**src/rtl/rf_sequencer.sv**
```systemverilog
// Command sequencer for the 8-register file: expands one accepted command into strobe cycles.
// Define RF_SEQ_READBACK_EN to implement the READ op (dual readback through O1/O2).
module rf_sequencer (
    input  logic       clk,
    input  logic       rst,
    input  logic       cmd_valid,
    output logic       cmd_ready,
    input  logic [2:0] cmd_op,
    input  logic [7:0] cmd_dst,
    input  logic [2:0] cmd_src,
    input  logic [7:0] cmd_data,
    input  logic [3:0] cmd_count,
    output logic [7:0] rf_I,
    output logic [1:0] rf_FunSel,
    output logic [3:0] rf_RSel,
    output logic [3:0] rf_TSel,
    output logic [2:0] rf_O1Sel,
    output logic [2:0] rf_O2Sel,
    input  logic [7:0] rf_O1,
    input  logic [7:0] rf_O2,
    output logic       busy,
    output logic       done,
    output logic [7:0] rd_data1,
    output logic [7:0] rd_data2,
    output logic       rd_valid
);
    localparam logic [2:0] OP_CLR  = 3'b001;
    localparam logic [2:0] OP_LOAD = 3'b010;
    localparam logic [2:0] OP_INC  = 3'b011;
    localparam logic [2:0] OP_DEC  = 3'b100;
    localparam logic [2:0] OP_MOVE = 3'b101;
`ifdef RF_SEQ_READBACK_EN
    localparam logic [2:0] OP_READ = 3'b110;
`endif

    typedef enum logic [2:0] {S_IDLE, S_EXEC, S_ISSUE, S_CAPTURE, S_WRITE} state_t;

    state_t     r_state, w_state;
    logic [7:0] r_I, w_I;
    logic [1:0] r_fun, w_fun;
    logic [3:0] r_rsel, w_rsel;
    logic [3:0] r_tsel, w_tsel;
    logic [2:0] r_o1sel, w_o1sel;
    logic [7:0] r_dst, w_dst;
    logic [3:0] r_cnt, w_cnt;
    logic       r_done, w_done;
    logic       w_accept;
`ifdef RF_SEQ_READBACK_EN
    logic [2:0] r_o2sel, w_o2sel;
    logic       r_is_read, w_is_read;
    logic [7:0] r_rd1, w_rd1;
    logic [7:0] r_rd2, w_rd2;
    logic       r_rdv, w_rdv;
`else
    logic       w_unused_o2;
    assign w_unused_o2 = ^rf_O2;
`endif

    assign cmd_ready = (r_state == S_IDLE) && !rst;
    assign w_accept  = cmd_valid && cmd_ready;

    // Outputs are registered: the strobe for a state is computed on the edge that enters it.
    always_comb begin
        w_state = r_state;
        w_I     = r_I;
        w_fun   = r_fun;
        w_rsel  = '0;
        w_tsel  = '0;
        w_o1sel = r_o1sel;
        w_dst   = r_dst;
        w_cnt   = r_cnt;
        w_done  = 1'b0;
`ifdef RF_SEQ_READBACK_EN
        w_o2sel   = r_o2sel;
        w_is_read = r_is_read;
        w_rd1     = r_rd1;
        w_rd2     = r_rd2;
        w_rdv     = 1'b0;
`endif
        case (r_state)
            S_IDLE: begin
                if (w_accept) begin
                    w_dst = cmd_dst;
                    w_cnt = '0;
                    case (cmd_op)
                        OP_CLR, OP_LOAD: begin
                            w_fun   = (cmd_op == OP_CLR) ? 2'b00 : 2'b01;
                            w_I     = (cmd_op == OP_LOAD) ? cmd_data : r_I;
                            w_rsel  = cmd_dst[7:4];
                            w_tsel  = cmd_dst[3:0];
                            w_state = S_EXEC;
                        end
                        OP_INC, OP_DEC: begin
                            if (cmd_count == 4'd0) begin
                                w_done = 1'b1;
                            end else begin
                                w_fun   = (cmd_op == OP_INC) ? 2'b11 : 2'b10;
                                w_rsel  = cmd_dst[7:4];
                                w_tsel  = cmd_dst[3:0];
                                w_cnt   = cmd_count - 4'd1;
                                w_state = S_EXEC;
                            end
                        end
                        OP_MOVE: begin
                            w_o1sel = cmd_src;
`ifdef RF_SEQ_READBACK_EN
                            w_is_read = 1'b0;
`endif
                            w_state = S_ISSUE;
                        end
`ifdef RF_SEQ_READBACK_EN
                        OP_READ: begin
                            w_o1sel   = cmd_src;
                            w_o2sel   = cmd_data[2:0];
                            w_is_read = 1'b1;
                            w_state   = S_ISSUE;
                        end
`endif
                        default: w_done = 1'b1;
                    endcase
                end
            end
            S_EXEC: begin
                if (r_cnt != 4'd0) begin
                    w_rsel = r_dst[7:4];
                    w_tsel = r_dst[3:0];
                    w_cnt  = r_cnt - 4'd1;
                end else begin
                    w_done  = 1'b1;
                    w_state = S_IDLE;
                end
            end
            S_ISSUE: w_state = S_CAPTURE;
            S_CAPTURE: begin
`ifdef RF_SEQ_READBACK_EN
                if (r_is_read) begin
                    w_rd1   = rf_O1;
                    w_rd2   = rf_O2;
                    w_rdv   = 1'b1;
                    w_done  = 1'b1;
                    w_state = S_IDLE;
                end else
`endif
                begin
                    // rf_I doubles as the MOVE holding register.
                    w_I     = rf_O1;
                    w_fun   = 2'b01;
                    w_rsel  = r_dst[7:4];
                    w_tsel  = r_dst[3:0];
                    w_state = S_WRITE;
                end
            end
            S_WRITE: begin
                w_done  = 1'b1;
                w_state = S_IDLE;
            end
            default: w_state = S_IDLE;
        endcase
    end

    always_ff @(posedge clk) begin
        if (rst) begin
            r_state <= S_IDLE;
            r_I     <= '0;
            r_fun   <= '0;
            r_rsel  <= '0;
            r_tsel  <= '0;
            r_o1sel <= '0;
            r_dst   <= '0;
            r_cnt   <= '0;
            r_done  <= 1'b0;
`ifdef RF_SEQ_READBACK_EN
            r_o2sel   <= '0;
            r_is_read <= 1'b0;
            r_rd1     <= '0;
            r_rd2     <= '0;
            r_rdv     <= 1'b0;
`endif
        end else begin
            r_state <= w_state;
            r_I     <= w_I;
            r_fun   <= w_fun;
            r_rsel  <= w_rsel;
            r_tsel  <= w_tsel;
            r_o1sel <= w_o1sel;
            r_dst   <= w_dst;
            r_cnt   <= w_cnt;
            r_done  <= w_done;
`ifdef RF_SEQ_READBACK_EN
            r_o2sel   <= w_o2sel;
            r_is_read <= w_is_read;
            r_rd1     <= w_rd1;
            r_rd2     <= w_rd2;
            r_rdv     <= w_rdv;
`endif
        end
    end

    assign rf_I      = r_I;
    assign rf_FunSel = r_fun;
    assign rf_RSel   = r_rsel;
    assign rf_TSel   = r_tsel;
    assign rf_O1Sel  = r_o1sel;
    assign busy      = (r_state != S_IDLE);
    assign done      = r_done;
`ifdef RF_SEQ_READBACK_EN
    assign rf_O2Sel  = r_o2sel;
    assign rd_data1  = r_rd1;
    assign rd_data2  = r_rd2;
    assign rd_valid  = r_rdv;
`else
    assign rf_O2Sel  = '0;
    assign rd_data1  = '0;
    assign rd_data2  = '0;
    assign rd_valid  = 1'b0;
`endif
endmodule

```
**config.mk**
```make
export PLATFORM = sky130hd
export DESIGN_NAME = rf_sequencer
export DESIGN_NICKNAME = d
export VERILOG_FILES = /design/src/rtl/rf_sequencer.sv
export SDC_FILE = /design/constraint.sdc
export NUM_CORES = 1
export LEC_CHECK = 0
export ABC_AREA = 1
export CAP_MARGIN = 10
export CORE_MARGIN = 10
export CORE_UTILIZATION = 38
export CTS_CLUSTER_DIAMETER = 80
export DETAILED_ROUTE_END_ITERATION = 6
export PLACE_DENSITY_LB_ADDON = 0.12
export SLEW_MARGIN = 15
export SYNTH_ARGS = -nofsm -noshare
export SYNTH_HDL_FRONTEND = slang
export SYNTH_SLANG_ARGS = --single-unit
```
**constraint.sdc**
```tcl
create_clock -name clk -period 1.2 [get_ports clk]
set_input_delay 0.18 -clock clk [delete_from_list [all_inputs] [get_ports clk]]
set_output_delay 0.18 -clock clk [all_outputs]
set_load 0.005 [all_outputs]
```
Yosys cells after proc, flatten, opt, wreduce, memory -nomap -nowiden. Index checks and enable logic that the tools add are counted.

Register bits: 37. Input port bits: 45. Output and inout port bits: 44. Logic and storage cells: 81.

$add $sub $neg: 2. Equal/unequal tests: 17. Multiplexer cells: 35. Reduce and logical (&&, ||, !) cells: 18.

Operator list (number): $mux W4 (10); $mux W8 (3); $pmux W4 S2 (3); $pmux W4 S3 (2); $pmux W8 S2 (1); $eq A3 B2 Y1 const B (4); $pmux W3 S4 (1); $reduce_and A4 Y1 (3); $eq A3 B3 Y1 const B (3); $mux W3 (3); $pmux W3 S3 (1); $pmux W2 S2 (2); $sub A4 B1 Y4 const B (2); $eq A3 B1 Y1 const B (2); $ne A2 B2 Y1 const B (3); $reduce_and A3 Y1 (2); $mux W1 (5); $logic_not A4 Y1 (1); $mux W2 (2); $ne A2 B1 Y1 const B (2); $ne A4 B1 Y1 const B (1); $reduce_bool A2 Y1 (2); $reduce_bool A4 Y1 (1); $reduce_or A2 Y1 (2); 10 further kinds (11).

Logic depth before layout (Yosys ltp). Gate-level depths: netlist of the first run.

Word-level depth: 6. Gate-level depth with buffers: 11. Depth with buffers taken out: 11.

Least setup slack after synthesis of the first run. OpenSTA, ideal clock, no wires.

Path kind: register to register. Start: register r_cnt[0]. End: register r_cnt[3]. Setup time: 0.109 ns. Arrival time: 1.223 ns. Slack: -0.132 ns. Cell stages (with the launch flop): 11. Path buffers: 0. Clock period less this slack: 1.332 ns. Cell sequence: dfxtp_1 inv_1 ha_1 inv_1 nor2_1 nand2_1 nor2_2 o21bai_4 a21oi_1 nand2_1 inv_1.

Word-level cells in the longest chain between the ends: 3. Elaborated cells between the ends (all ways): 6.

Ends and longest elaborated chain: from (decl) (line 45) `logic [3:0] r_cnt, w_cnt;`; from (signal assigned) (line 187) `r_cnt <= w_cnt;`; $sub A4 B1 Y4 / $reduce_bool A4 Y1 (equally long branches) (line 127, 124); $mux W4 / $ne A2 B2 Y1 (equally long branches); $pmux W4 S2 / $reduce_and A3 Y1 (equally long branches).

Several ways; a longest one is shown, not always the timed one. The select of a mux whose other input is x is not followed. A chain may end at the register's enable or synchronous reset.

Worst setup path in the final report of the first run.
Start: register r_state[0]. End: register r_tsel[3], in the netlist rf_TSel[3].

Word-level cells in the longest chain between the ends: 5. Elaborated cells between the ends (all ways): 7.

Ends and longest elaborated chain: from (decl) (line 38) `state_t r_state, w_state;`; from (signal assigned) (line 180) `r_state <= w_state;`; $logic_not A3 Y1 (line 59, 80); $logic_and A1 B1 Y1 (line 59) `assign cmd_ready = (r_state == S_IDLE) && !rst;`; $logic_and A1 B1 Y1 (line 60) `assign w_accept = cmd_valid && cmd_ready;`; $mux W4 (line 82) `if (w_accept) begin`; $pmux W4 S3 * (line 80) `case (r_state)`; to (signal assigned) (line 184) `r_tsel <= w_tsel;`; to (decl) (line 42) `logic [3:0] r_tsel, w_tsel;`.

Every way passes the cells marked *; elsewhere a longest branch is shown, timed or not.

==> results of run 1 <==
## state kept, by name, indices dropped and copies added (netlist names)
name       flops
r_dst          8
rf_I           8
r_cnt          4
rf_RSel        4
rf_TSel        4
r_state        3
rf_O1Sel       3
rf_FunSel      2
done           1
## synth_stat cells
cell type / count
clkbuf_1: 3
o211ai_1: 1
nor2_8: 1
inv_2: 8
nand3b_1: 1
nand2_1: 83
nand4_1: 11
a21oi_4: 1
inv_1: 19
a211oi_1: 1
a21oi_1: 28
buf_6: 2
nand3_1: 19
nor2_4: 1
conb_1: 1
nand3_2: 4
nor3_1: 4
dfxtp_1: 37
nor2_2: 5
o21ai_1: 4
nand2_4: 1
buf_4: 22
xor2_1: 2
nand2_2: 4
ha_1: 3
o21bai_4: 1
xnor2_1: 1
o21ai_0: 5
nor2_1: 26
## worst min-delay path: cells and delay by family
family | cells | cell delay, ns
and+or+nand+nor | 3 | 0.29
buffers and inverters | 1 | 0.25
## power groups by stage
| stage | registers, uW | logic (uW) | clock network, uW |
|---|---|---|---|
| floorplan | 1420 | 787 | 0 |
| global placement | 1410 | 1290 | 0 |
| detailed placement | 1410 | 1290 | 0 |
| CTS | 1380 | 1390 | 1120 |
| global route | 1400 | 1620 | 1170 |
| finish | 1390 | 1470 | 1110 |
## timing repair
action / in CTS / in global routing
pin swaps: 17 / 6
endpoints found under the setup margin: 60 / 38
cloned: 0 / 1
gates resized for setup: 67 / 10
setup buffers: 2 / 5
## path summary, 6_finish.rpt
check	from	end	slack, ns	depth (start not counted)
setup / recovery	r_state[0]	rf_TSel[3]	-0.21	8
hold / removal	cmd_count[0]	r_cnt[0]	0.45	4
setup reg to reg	r_state[0]	rf_TSel[3]	-0.21	8
hold reg to reg	r_dst[2]	r_dst[2]	0.46	2
## kinds of logic after synthesis
kind of cell               Yosys count
AOI/OAI and AO/OA                   41
xor gates and xnor gates             3
adders and majority gates            3
buffers and inverters               54
DFF                                 37
other                                1
and+or+nand+nor                    160
## layout make-up
type | count | area [um^2] | area share [%]
Timing Repair Buffer | 103 | 951 | 28.8
Clock inverter | 3 | 45.0 | 1.37
Inverter | 27 | 111 | 3.38
Clock buffer | 5 | 68.8 | 2.09
Multi-Input combinational cell | 227 | 1280 | 38.9
Tap cell | 70 | 87.6 | 2.66
Sequential cell | 37 | 752 | 22.8
## routing by layer
| layer | global-route usage (%) | wire (um) | vias to the layer above |
|---|---|---|---|
| met5 | 0 | 0 | - |
| met4 | 3.80 | 59 | 0 |
| met3 | 5.76 | 449 | 6 |
| met2 | 22.4 | 2890 | 57 |
| met1 | 15.6 | 2600 | 975 |
| li1 | - | - | 1128 |
## stage by stage
stage          worst slack [ns]  hold WS [ns]
6_report                 -0.209         0.453
5_1_grt                  -0.280         0.472
4_1_cts                  -0.157         0.418
3_5_place_dp             -0.518         0.452
3_3_place_gp             -0.488         0.448
2_1_floorplan           -0.0928         0.315
==> summary.txt, run 1 <==
Placement
  – Dpl cell area: approximately 0.003 mm^2
  – Post-placement cell count: 456
  – GPL Wtd Cong: roughly 0.84
  – IO buf count: 60
  – Post-DP HPWL: between 4000 and 5000 um

Outcome
  – Status: finished, violations left
  – Failing checks: setup timing

Cells and area
  – Number of nets in the layout: 449
  – Most frequent cells in the layout: nand2_1 (73), buf_4 (35), clkdlybuf4s50_1 (33), dfxtp_1 (32)
  – Fill cell count: a little over 500
  – Fraction of layout cells with a size suffix above 1: 28.1%
  – Fin util: 63.3%
  – Syn-to-layout area delta: 58.3%
  – Ant diodes: 0
  – Fin area: 0.00330 mm^2
  – Finished Layout Cells: roughly 470
  – Most common cell after layout, fill and taps aside: nand2_1

Floorplanning
  – Chip height: 94.0 um
  – Ports: between 80 and 90
  – Area of the die: 0.00884 mm^2
  – Core Area: 0.00520 mm^2
  – Die Width: ~94 um
  – Row count: 26
  – Initial core utilization: between 40% and 50%

Timing
  – Hold Vio Cnt, Final: 0
  – Fin Setup TNS: -5.55 ns
  – Final min period: roughly 1.4 ns
  – Max-slew violations: 0
  – Final period util: 117%
  – Fmax: between 700 and 800 MHz
  – Final worst slack: -0.209 ns
  – Fin Clk Skew: around 0.0032 ns
  – Finish-stage setup viols: 38
  – RSZ-0062 raised after global routing: true

Critical path
  – CP max stage cell: dfxtp_4
  – Crit. End Element: flop
  – Crit-path cells: nor2_4 -> nand3_2 -> buf_6 -> nor2_4 -> buf_4 -> clkbuf_16 -> nand3_1 -> a21oi_1
  – Worst EP arrival: approximately 1.6 ns
  – Worst endpoint required time: around 1.4 ns
  – Buf/Inv on CP: 3
  – Most frequent CP cell: nor2_4
  – Worst setup path class: reg2reg
  – Worst Setup Start Kind: flop
  – Worst-path maximum fanout: 8
  – Delay-heaviest family, CP: buffers and inverters
  – Largest stage delay on the critical path: between 0.3 and 0.4 ns

Yosys
  – Mux cell area share after synthesis: 0%
  – Cell count after synthesis: 299
  – Syn. warnings: 0
  – Mapped Area: ~0.0021 mm^2
  – Seq/Total Area, Yosys: between 30% and 40%
  – Synthesized flop and latch total: 37
  – Largest family of logic cells by synthesized area: simple AND/OR/NAND/NOR gates
  – Synth area leaders: dfxtp_1 (36%), nand2_1 (15%), buf_4 (7.9%)
  – Leading area contributor after synthesis: dfxtp_1
  – Synth Area in Adders: about 1.8%
  – Post-Synth Simple-Gate Area: a little over a third
  – Synth top area share: roughly 36%
  – Post-synthesis area per instance: roughly 7.0 um^2
  – Xor and xnor area share after synthesis: under 10%
  – Compound-Gate Fraction of Synth Area: ~11%
  – Cell variety after synth: 29

Run
  – MaxCap Viol Count: 0

Clock network
  – # hold bufs at CTS: 0
  – TritonCTS clock tree: done
  – Root Buffer: clkbuf_8
  – Longest Clk Path Bufs: 2
  – CTS Buf Count: 5
  – Skew-Pair Late Insertion Delay: ~0.3 ns
  – CTS clk-pin slew, worst paths: approximately 0.080 ns
  – Clock Sinks: 37
  – H-Tree Level Count: 2

Power and ir drop
  – Reg power frac: a little over a third
  – Total power: ~4000 uW
  – Sw frac: 33.2%
  – Clk pwr share: roughly 28%
  – PwrDens: 1200 mW/mm^2
  – Combinational power share: approximately 37%
  – Internal power: between 2000 and 3000 uW
  – Maximum VDD drop: ~0.60 mV
  – Sw Pwr: 1320 uW
  – Leakage: between 0.0015 and 0.002 uW

Global route
  – Initial antenna violation count: 0
  – Gr usage total: around 14%
  – Largest net degree at the start of global routing: 30
  – Remaining global-route overflow: 0
  – First-pass GRT wire length: about 9800 um
  – Vias in the first global route: between 2000 and 2500

Routing
  – Routed wire per std cell: about 13 um
  – Post-DR vias/cell: between 4 and 5
  – Detailed router's first-iteration violation count: 60
  – Antenna-violating nets left: 0
  – Routed Wire Length: roughly 6000 um
  – Vias: between 2000 and 2500
  – Pre-Repair DR Iteration Count: 4
  – DRC viols: 0

Hold path
  – Hold crit path type: in2reg
No activity file was read; power rests on OpenSTA's default activity.
==> run 2, diff against run 1 <==
Settings changed: CORE_UTILIZATION 38 to 40, DONT_BUFFER_PORTS set to 1.
==> summary.txt, run 2 (synthesis gave the netlist of run 1 again) <==
Floorplanning
  – Chip height: 92.2 um (-2.0%)
  – Area of the die: 0.00849 mm^2 (-3.9%)
  – Initial core utilization: 41.1% (+1.0 points)
  – Ports: 89 (unchanged)
  – Core Area: 0.00507 mm^2 (-2.5%)
  – Die Width: 92.2 um (-2.0%)
  – Row count: 26 (unchanged)

Run
  – MaxCap Viol Count: 0 (unchanged)

Routing
  – Pre-Repair DR Iteration Count: 4 (unchanged)
  – Post-DR vias/cell: 4.78 (+4.2%)
  – Antenna-violating nets left: 0 (unchanged)
  – Detailed router's first-iteration violation count: 61 (+1.7%)
  – DRC viols: 0 (unchanged)
  – Vias: 1965 (-9.3%)
  – Routed Wire Length: 5620 um (-6.3%)
  – Routed wire per std cell: 13.7 um (+7.6%)

Timing
  – Finish-stage setup viols: 38 (unchanged)
  – Fin Setup TNS: -3.03 ns (+2.52 ns)
  – Fin Hold WS: 0.0192 ns (-0.433 ns)
  – Final worst slack: -0.161 ns (+0.0485 ns)
  – Max-slew violations: 0 (unchanged)
  – Fin Clk Skew: 0.00568 ns (+0.00249 ns)
  – Final min period: 1.36 ns (-0.0485 ns)
  – RSZ-0062 raised after global routing: true
  – Fmax: 735 MHz (+3.6%)
  – Hold Vio Cnt, Final: 0 (unchanged)
  – Final period util: 113% (-4.0 points)

Cells and area
  – Fill cell count: 494 (-3.9%)
  – Number of nets in the layout: 388 (-14%)
  – Most common cell after layout, fill and taps aside: nand2_1
  – Fraction of layout cells with a size suffix above 1: 32.3% (+4.1 points)
  – Ant diodes: 0 (unchanged)
  – Fin util: 54.9% (-8.5 points)
  – Most frequent cells in the layout: nand2_1 (78), dfxtp_1 (32), buf_4 (27), nor2_1 (22), a21oi_1 (21)
  – Syn-to-layout area delta: 33.6%

Clock network
  – TritonCTS clock tree: done
  – Longest Clk Path Bufs: 2 (unchanged)
  – H-Tree Level Count: 2 (unchanged)
  – CTS clk-pin slew, worst paths: 0.08 ns (about the same)
  – Clock Sinks: 37 (unchanged)
  – Skew-Pair Late Insertion Delay: 0.30 ns (about the same)
  – CTS Buf Count: 5 (unchanged)
  – Root Buffer: clkbuf_8

Hold path
  – Min-delay src: rst
  – Hold path endpoint: r_cnt[3]
  – Hold crit path type: in2reg
  – Worst Hold Depth: 3 (-1)

Global route
  – Vias in the first global route: 1912 (-12%)
  – Largest net degree at the start of global routing: 31 (+3.3%)
  – Remaining global-route overflow: 0 (unchanged)
  – First-pass GRT wire length: 9040 um (-8.2%)
  – Initial antenna violation count: 0 (unchanged)
  – Gr usage total: 12.9% (-0.61 points)

Critical path
  – Worst setup path class: reg2out
  – Worst Setup Start Kind: flop
  – Crit. End Element: primary output
  – Worst-path maximum fanout: 3 (-5)
  – Reg2reg path depth: 8 (unchanged)
  – Worst r2r dst: r_cnt[2]
  – Worst EP arrival: 1.18 ns (-0.46 ns)
  – Reg2reg setup slack: -0.14 ns (+0.07 ns)
  – R2R Path Start: r_state[1]
  – Worst endpoint required time: 1.02 ns (-0.41 ns)

Power and ir drop
  – PwrDens: 1400 mW/mm^2 (+16%)
  – Maximum VDD drop: 0.572 mV (-3.9%)
  – Leakage: 0.00123 uW (-21%)
  – Total power: 3900 uW (-1.7%)

Placement
  – GPL Wtd Cong: 0.781 (-6.7%)
  – Post-DP HPWL: 4130 um (-7.5%)
  – IO buf count: 0 (-100%)
  – Pre-CTS setup slack: -0.160 ns (+0.357 ns)

Outcome
  – Failing checks: setup timing
  – Status: finished, violations left
## run 2: cell count changes in the layout (fill, tap and decap cells not counted), moves of 5 or more
cell / before / now
nand2_1: 73 / 78
buf_6: 7 / 12
buf_4: 35 / 27
dlygate4sd2_1: 25 / 0
clkdlybuf4s50_1: 33 / 0
nand2_2: 8 / 2
## run 2: power by group
group | total (uW) | internal [uW] | switching (uW) | leakage [uW]
Combinational | 1380 | 629 | 753 | 0.000877
Clock | 1110 | 622 | 488 | 0.0000543
Sequential | 1400 | 1330 | 75.9 | 0.000303
Total | 3900 | 2580 | 1320 | 0.00123
## run 2: cell type report
| type | instances | area, um^2 | share of cell area (%) |
|---|---|---|---|
| sequential | 37 | 752 | 27.0 |
| clock buffer | 5 | 68.8 | 2.47 |
| timing repair buffer | 42 | 393 | 14.1 |
| tap | 70 | 87.6 | 3.15 |
| clock inverter | 3 | 46.3 | 1.66 |
| inverter | 27 | 109 | 3.91 |
| multi-input combinational | 227 | 1330 | 47.7 |
## run 2: per-stage QoR
step / std cells / cell area (um^2)
after CTS: 410 / 2660
final: 411 / 2780
after detailed placement: 395 / 2360
after floorplan: 318 / 2210
after global routing: 411 / 2780
after global placement: 395 / 2360
## run 2: what timing repair did
| action | in CTS | in global routing |
|---|---|---|
| setup endpoints to repair | 38 | 38 |
| pin swaps | 17 | 9 |
| buffers inserted | 7 | 0 |
| endpoints found under the hold margin | 28 | 28 |
| gates resized for setup | 30 | 23 |
## run 2: critical path, stage by stage, from the launching register on
cell	delay [ns]
dfxtp_4	0.37
nor2_4	0.11
nand3_2	0.09
inv_2	0.12
buf_6	0.11
buf_6	0.08
## run 2: worst max path at each step
stage / start / end / slack, ns
finish: r_state[1] / cmd_ready / -0.16
detailed placement: r_state[0] / rf_I[0] / -0.16
global route: r_state[0] / r_cnt[2] / -0.24
floorplan: r_cnt[1] / r_cnt[3] / -0.09
CTS: r_state[0] / busy / -0.13
global placement: r_state[0] / r_cnt[0] / -0.15
## run 2: routing by layer
metal | vias up | GRT usage, % | routed length, um
li1 | 1008 | - | -
met1 | 885 | 14.4 | 2250
met2 | 61 | 21.4 | 2750
met3 | 11 | 5.38 | 502
met4 | 0 | 5.14 | 112
met5 | - | 0 | 0
